==> config.mk <==
export PLATFORM = sky130hd
export DESIGN_NAME = key_debounce_array
export DESIGN_NICKNAME = d
export VERILOG_FILES = /design/src/rtl/key_debounce_pkg.sv /design/src/rtl/key_debounce_channel.sv /design/src/rtl/key_debounce_array.sv
export SDC_FILE = /design/constraint.sdc
export NUM_CORES = 1
export LEC_CHECK = 0
export BUFFER_PORTS_ARGS = -buffer_cell sky130_fd_sc_hd__buf_2
export CAP_MARGIN = 20
export CORE_MARGIN = 5
export CORE_UTILIZATION = 35
export CTS_CLUSTER_SIZE = 16
export DETAILED_ROUTE_END_ITERATION = 8
export GPL_TIMING_DRIVEN = 0
export SETUP_SLACK_MARGIN = 0.2
export SLEW_MARGIN = 5
export SYNTH_ARGS = -nofsm -noshare
export SYNTH_HDL_FRONTEND = slang
export SYNTH_HIERARCHICAL = 1
export SYNTH_SLANG_ARGS = --single-unit
==> constraint.sdc <==
create_clock -name i_clk -period 7.5 [get_ports i_clk]
set_clock_uncertainty 0.1 [all_clocks]
set_input_delay 0.75 -clock i_clk [delete_from_list [all_inputs] [get_ports i_clk]]
set_output_delay 0.75 -clock i_clk [all_outputs]
set_load 0.02 [all_outputs]
==> src/rtl/key_debounce_pkg.sv <==
// Shared types and parameter validation for the key debounce array.
package key_debounce_pkg;

    typedef enum logic [1:0] {
        IDLE = 2'd0,
        HELD = 2'd1,
        LONG = 2'd2
    } key_state_e;

    function automatic bit params_ok(input int n_ch, input int deb_cyc, input int long_cyc,
                                     input int rep_cyc, input int active_low);
        return (n_ch >= 1) && (n_ch <= 32) && (deb_cyc >= 2) && (long_cyc > deb_cyc) &&
               (rep_cyc >= 1) && ((active_low == 0) || (active_low == 1));
    endfunction

endpackage

==> src/rtl/key_debounce_channel.sv <==
// One key channel: synchronizer, debouncer and press/long/repeat event FSM.
module key_debounce_channel
    import key_debounce_pkg::*;
#(
    parameter int DEB_CYC    = 1000000,
    parameter int LONG_CYC   = 50000000,
    parameter int REP_CYC    = 10000000,
    parameter int ACTIVE_LOW = 1
) (
    input  logic clk,
    input  logic rst_n,
    input  logic key_raw,
    input  logic rep_en,
    output logic level,
    output logic press_evt,
    output logic release_evt,
    output logic long_evt,
    output logic repeat_evt
);

    localparam int   DEB_W    = $clog2(DEB_CYC + 1);
    localparam int   HOLD_W   = $clog2(LONG_CYC + 1);
    localparam int   REP_W    = $clog2(REP_CYC + 1);
    localparam logic IDLE_LVL = (ACTIVE_LOW != 0);

    logic              sync_p0, sync_p1;
    logic [DEB_W-1:0]  deb_cnt;
    logic              pressed, mismatch, flip, press_now, release_now;
    key_state_e        state, state_n;
    logic [HOLD_W-1:0] hold_cnt, hold_n;
    logic [REP_W-1:0]  rep_cnt, rep_n;
    logic              long_n, repeat_n;

    // Stage p0/p1: two-flop synchronizer, reset to the released key level
    always_ff @(posedge clk or negedge rst_n) begin
        if (!rst_n) begin
            sync_p0 <= IDLE_LVL;
            sync_p1 <= IDLE_LVL;
        end else begin
            sync_p0 <= key_raw;
            sync_p1 <= sync_p0;
        end
    end

    assign pressed     = sync_p1 ^ IDLE_LVL;
    assign mismatch    = (pressed != level);
    assign flip        = mismatch && (deb_cnt == DEB_W'(DEB_CYC - 1));
    assign press_now   = flip && !level;
    assign release_now = flip && level;

    // Debounce stage: level flips on the cycle the mismatch run reaches DEB_CYC
    always_ff @(posedge clk or negedge rst_n) begin
        if (!rst_n) begin
            deb_cnt <= '0;
            level   <= 1'b0;
        end else if (flip) begin
            deb_cnt <= '0;
            level   <= ~level;
        end else if (mismatch) begin
            deb_cnt <= deb_cnt + DEB_W'(1);
        end else begin
            deb_cnt <= '0;
        end
    end

    always_comb begin
        state_n  = state;
        hold_n   = hold_cnt;
        rep_n    = rep_cnt;
        long_n   = 1'b0;
        repeat_n = 1'b0;
        case (state)
            IDLE: begin
                hold_n = '0;
                rep_n  = '0;
                if (press_now) state_n = HELD;
            end
            HELD: begin
                if (release_now) begin
                    state_n = IDLE;
                    hold_n  = '0;
                end else if (hold_cnt == HOLD_W'(LONG_CYC - 1)) begin
                    state_n = LONG;
                    hold_n  = HOLD_W'(LONG_CYC);
                    long_n  = 1'b1;
                end else begin
                    hold_n = hold_cnt + HOLD_W'(1);
                end
            end
            LONG: begin
                // Release wins over any repeat due in the same cycle
                if (release_now) begin
                    state_n = IDLE;
                    hold_n  = '0;
                    rep_n   = '0;
                end else if (!rep_en) begin
                    rep_n = '0;
                end else if (rep_cnt == REP_W'(REP_CYC - 1)) begin
                    rep_n    = '0;
                    repeat_n = 1'b1;
                end else begin
                    rep_n = rep_cnt + REP_W'(1);
                end
            end
            default: begin
                state_n = IDLE;
                hold_n  = '0;
                rep_n   = '0;
            end
        endcase
    end

    // Event stage: pulses registered so they line up with the new level
    always_ff @(posedge clk or negedge rst_n) begin
        if (!rst_n) begin
            state       <= IDLE;
            hold_cnt    <= '0;
            rep_cnt     <= '0;
            press_evt   <= 1'b0;
            release_evt <= 1'b0;
            long_evt    <= 1'b0;
            repeat_evt  <= 1'b0;
        end else begin
            state       <= state_n;
            hold_cnt    <= hold_n;
            rep_cnt     <= rep_n;
            press_evt   <= press_now;
            release_evt <= release_now;
            long_evt    <= long_n;
            repeat_evt  <= repeat_n;
        end
    end

endmodule

==> src/rtl/key_debounce_array.sv <==
// Array of independent debounced key channels with press/release/long/repeat events.
module key_debounce_array
    import key_debounce_pkg::*;
#(
    parameter int N_CH       = 4,
    parameter int DEB_CYC    = 1000000,
    parameter int LONG_CYC   = 50000000,
    parameter int REP_CYC    = 10000000,
    parameter int ACTIVE_LOW = 1
) (
    input  logic            i_clk,
    input  logic            i_rst_n,
    input  logic [N_CH-1:0] i_key,
    input  logic [N_CH-1:0] i_rep_en,
    output logic [N_CH-1:0] o_level,
    output logic [N_CH-1:0] o_press,
    output logic [N_CH-1:0] o_release,
    output logic [N_CH-1:0] o_long,
    output logic [N_CH-1:0] o_repeat
);

    if (!params_ok(N_CH, DEB_CYC, LONG_CYC, REP_CYC, ACTIVE_LOW)) begin : g_bad_params
        $error("key_debounce_array: illegal parameters N_CH=%0d DEB_CYC=%0d LONG_CYC=%0d REP_CYC=%0d ACTIVE_LOW=%0d",
               N_CH, DEB_CYC, LONG_CYC, REP_CYC, ACTIVE_LOW);
    end

    for (genvar ch = 0; ch < N_CH; ch++) begin : g_ch
        key_debounce_channel #(
            .DEB_CYC    (DEB_CYC),
            .LONG_CYC   (LONG_CYC),
            .REP_CYC    (REP_CYC),
            .ACTIVE_LOW (ACTIVE_LOW)
        ) u_channel (
            .clk         (i_clk),
            .rst_n       (i_rst_n),
            .key_raw     (i_key[ch]),
            .rep_en      (i_rep_en[ch]),
            .level       (o_level[ch]),
            .press_evt   (o_press[ch]),
            .release_evt (o_release[ch]),
            .long_evt    (o_long[ch]),
            .repeat_evt  (o_repeat[ch])
        );
    end

endmodule

---- Word level (Yosys, flattened, before mapping) ----
Cells that the tools add are included.
storage, ports and cells
  ROM bits ................................ 0
  memories kept ........................... 0
  RAM bits ................................ 0
  register bits after elaboration ......... 316
  word-level logic and storage cells ...... 212
  bits of input ports ..................... 10
  latch bits .............................. 0
  output and inout bits ................... 20
cells by class
  magnitude comparators ................... 0
  equality and inequality tests ........... 36
  reductions and logical operators ........ 24
  multiplexer cells ....................... 88
  bitwise logic cells ..................... 8
  shifts and indexed selects .............. 0
  add/sub/neg operators ................... 12
  multiply operators ...................... 0
  divide/modulo/power cells ............... 0
operator list
  operator                                               number
  2-to-1 mux 26 bit                                      12
  2-to-1 mux 24 bit                                      12
  one-hot mux 26 bit (2 select lines)                    4
  one-hot mux 24 bit (2 select lines)                    4
  2-to-1 mux 20 bit                                      8
  adder 26 x 1 -> 26 bit, second input constant          4
  == test 26 bit, second input constant                  4
  adder 24 x 1 -> 24 bit, second input constant          4
  == test 24 bit, second input constant                  4
  adder 20 x 1 -> 20 bit, second input constant          4
  == test 20 bit, second input constant                  4
  2-to-1 mux 2 bit                                       16
  2-to-1 mux 1 bit                                       28
  one-hot mux 2 bit (3 select lines)                     4
  inequality test 2 x 1 -> 1 bit, second input constant  8
  logical AND 1 bit                                      12
  inequality test 3 x 1 -> 1 bit, second input constant  4
  AND reduction 3 bit                                    4
  == test 2 x 1 -> 1 bit, second input constant          4
  == test 2 bit, second input constant                   4
  zero test 2 bit                                        4
  inverter 1 bit                                         8
  zero test 1 bit                                        4
  inequality test 1 bit                                  4

---- Longest topological paths before layout ----
  depth in word-level cells ............... 6
  mapped depth ............................ 9
  depth with buffers taken out ............ 6

---- Modules after synthesis ----
The synthesis kept the hierarchy.
modules (own cells, without submodules)
  module                                         cells an instance  sequential area each (sq um)  area an instance (sq um)  instances
  key_debounce_channel at g_ch[0].u_channel ...  493                1979.4                        4426.7                    3
  key_debounce_channel at g_ch[3].u_channel      491                1979.4                        4393.0                    1

---- Least setup slack after synthesis ----
OpenSTA, ideal clock, no wires.
  path kind ............................... reg-to-reg
  start point ............................. register g_ch[0].u_channel.level
  end point ............................... register g_ch[0].u_channel.hold_cnt[5]
  arrival ................................. 2.216 ns
  buffers on the path ..................... 4
  library setup time ...................... 0.142 ns
  period minus slack after synthesis ...... 2.458 ns
  slack ................................... 5.042 ns
  stages on the path, launching flop included .. 10
  data required time ...................... 7.258 ns
  path through ............................ dfrtp_1 -> clkbuf_1 -> xor2_1 -> or4_1 -> buf_2 -> o31a_1 -> buf_6 -> buf_6 -> a31oi_1 -> o22ai_1
between the ends
  cells in the longest elaborated chain, start to end .. 5
  elaborated cells on any way between the ends .. 6
  those cells by class .................... eq/ne: 2; mux: 2; reduce/logical: 2
RTL lines
  what                                 RTL line                     source
  from (decl)                          key_debounce_channel.sv:14   output logic level,
  from (signal assigned)               key_debounce_channel.sv:58   level <= ~level;
  inequality test 1 bit                key_debounce_channel.sv:46   assign mismatch = (pressed != level);
  logical AND 1 bit                    key_debounce_channel.sv:47   assign flip = mismatch && (deb_cnt == DEB_W'(DEB_CYC - 1));
  logical AND 1 bit *                  key_debounce_channel.sv:49   assign release_now = flip && level;
  2-to-1 mux 26 bit                    key_debounce_channel.sv:79   if (release_now) begin
  one-hot mux 26 bit (2 select lines)  key_debounce_channel.sv:72   case (state)
  to (signal assigned)                 key_debounce_channel.sv:125  hold_cnt <= hold_n;
  to (decl)                            key_debounce_channel.sv:30   logic [HOLD_W-1:0] hold_cnt, hold_n;
Every way passes the cells marked *; elsewhere a longest branch is shown, timed or not.
A chain may end at the register's enable or synchronous reset.

---- Worst setup path after layout ----
  start point ............................. register g_ch[0].u_channel.deb_cnt[0]
  end point ............................... register g_ch[0].u_channel.hold_cnt[2]
between the ends
  cells in the longest elaborated chain, start to end .. 5
  elaborated cells on any way between the ends .. 6
  those cells by class .................... eq/ne: 2; mux: 2; reduce/logical: 2
RTL lines
  what                                 RTL line                    source
  from (decl)                          key_debounce_channel.sv:27  logic [DEB_W-1:0] deb_cnt;
  from (signal assigned)               key_debounce_channel.sv:60  deb_cnt <= deb_cnt + DEB_W'(1);
  == test 20 bit *                     key_debounce_channel.sv:47
  logical AND 1 bit *                  key_debounce_channel.sv:47
  logical AND 1 bit *                  key_debounce_channel.sv:49
  2-to-1 mux 26 bit                    key_debounce_channel.sv:79
  one-hot mux 26 bit (2 select lines)  key_debounce_channel.sv:72
Marks and branches as above.

==> run summary <==
Synth top area share: 0.4361
Power Density: 181.2 nW/um^2
Residual DRC: 0
final worst-path cycle share: 0.3815
Synth warnings: 6
switching share of power: 0.2183
fin area: 20000 um^2
All-Layer GR Usage: 0.1594
Clock transition at path regs: 0.05 ns
Routability Congestion: 0.9085
delay-heaviest family, CP: compound AO/OA/AOI/OAI gates
crit end category: flip-flop
Avg Vias per Cell: 5.700
reg-to-reg endpoint: g_ch[0].u_channel/hold_cnt[2]
Seq pwr share: 0.476
Post-Place Setup Slack: 4.643 ns
Worst EP required: 7.84 ns
crit-path max cell delay: 0.71 ns
CTS Hold Buffers Added: 0
Pwr Total: 3622 uW
Synth Area in XOR/XNOR: 0.04212
Net Switching: 790.8 uW
post-CTS setup buffers: 0
arrival time worst endpoint: 3.20 ns
die height: 234.7 um
final worst setup slack: 4.638 ns
number of synthesized flops with an enable pin: 0
total wire length: 44900 um
run status: finished, final reports clean
Via Count: 15641
clock latency on the worst-skew pair: 0.55 ns
number of global-route vias before repair: 15316
htree depth: 2
largest net degree at the start of global routing: 95
TritonCTS buffer count: 38
# Max-Cap Violations: 0
P_int: 2831 uW
fin nets: 2064
num rows: 82
FILL cells: 5074
area delta synth->final: 13.14%
cell type with the largest total area after synthesis: dfrtp_1
clk root buf: clkbuf_16
Async SR Flop Fraction: 1.000
crit path kind: flip-flop to flip-flop
Comb pwr share: 0.020
unrepaired setup endpoints after global routing: false
Post-Synth Simple-Gate Area: 0.2757
post-CTS resize count: 0
Max VDD drop: 126.5 uV
most frequent cell after synthesis: dfrtp_1
DP HPWL: 30450 um
core area: 50070 um^2
crit path time final: 2.862 ns
fin util: 0.3994
Reg2Reg Setup Slack: 4.64 ns
Cell Chain, Critical Path: ha_1, nand2_1, or4_1, buf_2, o31ai_2, o21ai_1, a22o_1
First-pass DRT Iterations: 7
Wirelength per Cell: 16.36 um
Yosys reg bits: 316
chip width: 234.7 um
Pins Over Slew Limit: 0
f_max: 0.3495 GHz
post-synthesis compound-gate area fraction: 0.1709
Final ANT Viol Nets: 0
antenna cell count: 0
Max-slew headroom: 0.3440
TritonCTS clock tree: built
Synth Area in Adders: 0.008496
commonest cells in the netlist: 308 x dfrtp_1, 184 x nand2_1, 146 x nor2_1, 133 x o21ai_0, 126 x nand3_1
Die Footprint: 55090 um^2
leakage power: 0.007729 uW
initial antenna violation count: 0
Final Setup Violations: 0
Placed Area: 18750 um^2
Reg2Reg Depth: 7
Initial Util: 0.3530
DR iter-0 viols: 1278
mean post-synth cell area: 8.971 um^2
Top FF cell, synth: dfrtp_1
Final Hold Vio Count: 0
Mapped Area: 17670 um^2
HP Class: primary input to async pin
Distinct cells, synth: 68
I/O Buffers: 29
I/O Pins: 30
Critical Path Start Type: flip-flop
top cells by area, synth: dfrtp_1 44%, nand2_1 3.9%, nand4_1 3.8%
syn_nets: 1992
Post-Syn Instances: 1970
clock share of power: 0.504
Worst R2R Start: g_ch[0].u_channel/deb_cnt[0]
slowest stage cell, crit path: o31ai_2
maximum buffer depth of the clock tree: 3
post-synthesis mux area share: 0.009062
global-route wire length before repair: 76770 um
# clock sinks: 316
layout cells sized above 1: 0.08349
Remaining Overflow, GRT: 0
worst-margin pin slew: 0.9751 ns
largest family of logic cells by synthesized area: simple AND/OR/NAND/NOR gates
Critical Path Fanout Max: 7
Buf+Inv Stages, Crit Path: 1
sequential area share after synthesis: 0.4480
routing by layer:
layer	global-route usage	vias up	share of wire
li1	-	7544	-
met1	0.2248	7645	0.47
met2	0.2535	370	0.46
met3	0.02439	82	0.046
met4	0.05043	0	0.022
met5	0	-	0
power by group through the flow:
stage               registers, uW  clock network, uW  logic, uW
floorplan                    1750                  0       23.6
global placement             1750                  0       72.0
detailed placement           1750                  0       78.2
CTS                          1720               1900       78.6
global route                 1720               1970       87.9
finish                       1720               1830       74.2
cells by family (layout without fill, tap and decap cells):
group	after synthesis	after routing
buffers and inverters	183	285
multiplexers	16	16
AND/OR/NAND/NOR	911	911
AO/OA/AOI/OAI	447	447
flip-flops	316	316
adder cells (fa/ha/maj)	12	12
XOR/XNOR	85	85
final cells by class:
cell class                 count  area [um^2]  share of cell area
multi-input combinational   1471         8947              0.4475
clock buffer                  59         1120             0.05600
tap                          672        840.8             0.04205
sequential                   316         7918              0.3960
buffer                       107        523.0             0.02616
inverter                      76        285.3             0.01427
timing repair buffer          32        237.7             0.01189
clock inverter                11        123.9            0.006195
how the worst max path moves through the flow:
| stage | startpoint | end | slack [ns] | cells after the start |
|---|---|---|---|---|
| after floorplan | g_ch[0].u_channel/level | g_ch[0].u_channel/hold_cnt[5] | 5.04 | 9 |
| after global placement | i_rst_n | g_ch[2].u_channel/level | -0.83 | 1 |
| after detailed placement | g_ch[2].u_channel/deb_cnt[0] | g_ch[2].u_channel/hold_cnt[2] | 4.64 | 7 |
| after CTS | g_ch[2].u_channel/deb_cnt[0] | g_ch[2].u_channel/hold_cnt[2] | 4.62 | 7 |
| after global routing | g_ch[0].u_channel/deb_cnt[0] | g_ch[0].u_channel/hold_cnt[8] | 4.43 | 7 |
| final | g_ch[0].u_channel/deb_cnt[0] | g_ch[0].u_channel/hold_cnt[2] | 4.64 | 7 |
metrics by stage:
step                TNS [ns]  hold slack, ns  cells
CTS                        0         0.08331   2744
global route               0          0.1294   2744
finish                     0         0.06099   2744
floorplan                  0          0.2452   1970
detailed placement         0          0.2491   2674
global placement     -239.30          0.2466   2671
cell usage in the layout (no fill, tap or decap), types with 16 or more instances in the layout:
cell type  instances
dfrtp_1          308
nor2_1           146
xor2_1            47
a22o_1            20
nor3_1            59
xnor2_1           38
and4_1            26
o31a_1            18
nor4_1            52
nand3_1          126
buf_2             44
a31oi_1           67
nor4b_1           16
inv_1             76
clkbuf_1          86
nand2_1          184
o21ai_0          133
nand4_1          108
mux2i_1           16
o211ai_1          31
or3_1             37
or4_1             42
and3_1            47
clkbuf_16         38
a21oi_1           41
worst reg2reg max path, cell delays in order, from the launching register on:
cell and delay (ns):
dfrtp_1 0.41, ha_1 0.28, nand2_1 0.11, or4_1 0.50
buf_2 0.18, o31ai_2 0.71, o21ai_1 0.18, a22o_1 0.27
flip-flops by register name (all words and copies together), names as in the netlist:
name,flops
g_ch.u_channel/rep_cnt,96
g_ch.u_channel/state,8
g_ch.u_channel/sync_p1,4
g_ch.u_channel/sync_p0,4
g_ch.u_channel/long_evt,4
g_ch.u_channel/hold_cnt,104
g_ch.u_channel/deb_cnt,80
g_ch.u_channel/press_evt,4
g_ch.u_channel/level,4
g_ch.u_channel/repeat_evt,4
g_ch.u_channel/release_evt,4
No activity file was read; power rests on OpenSTA's default activity.
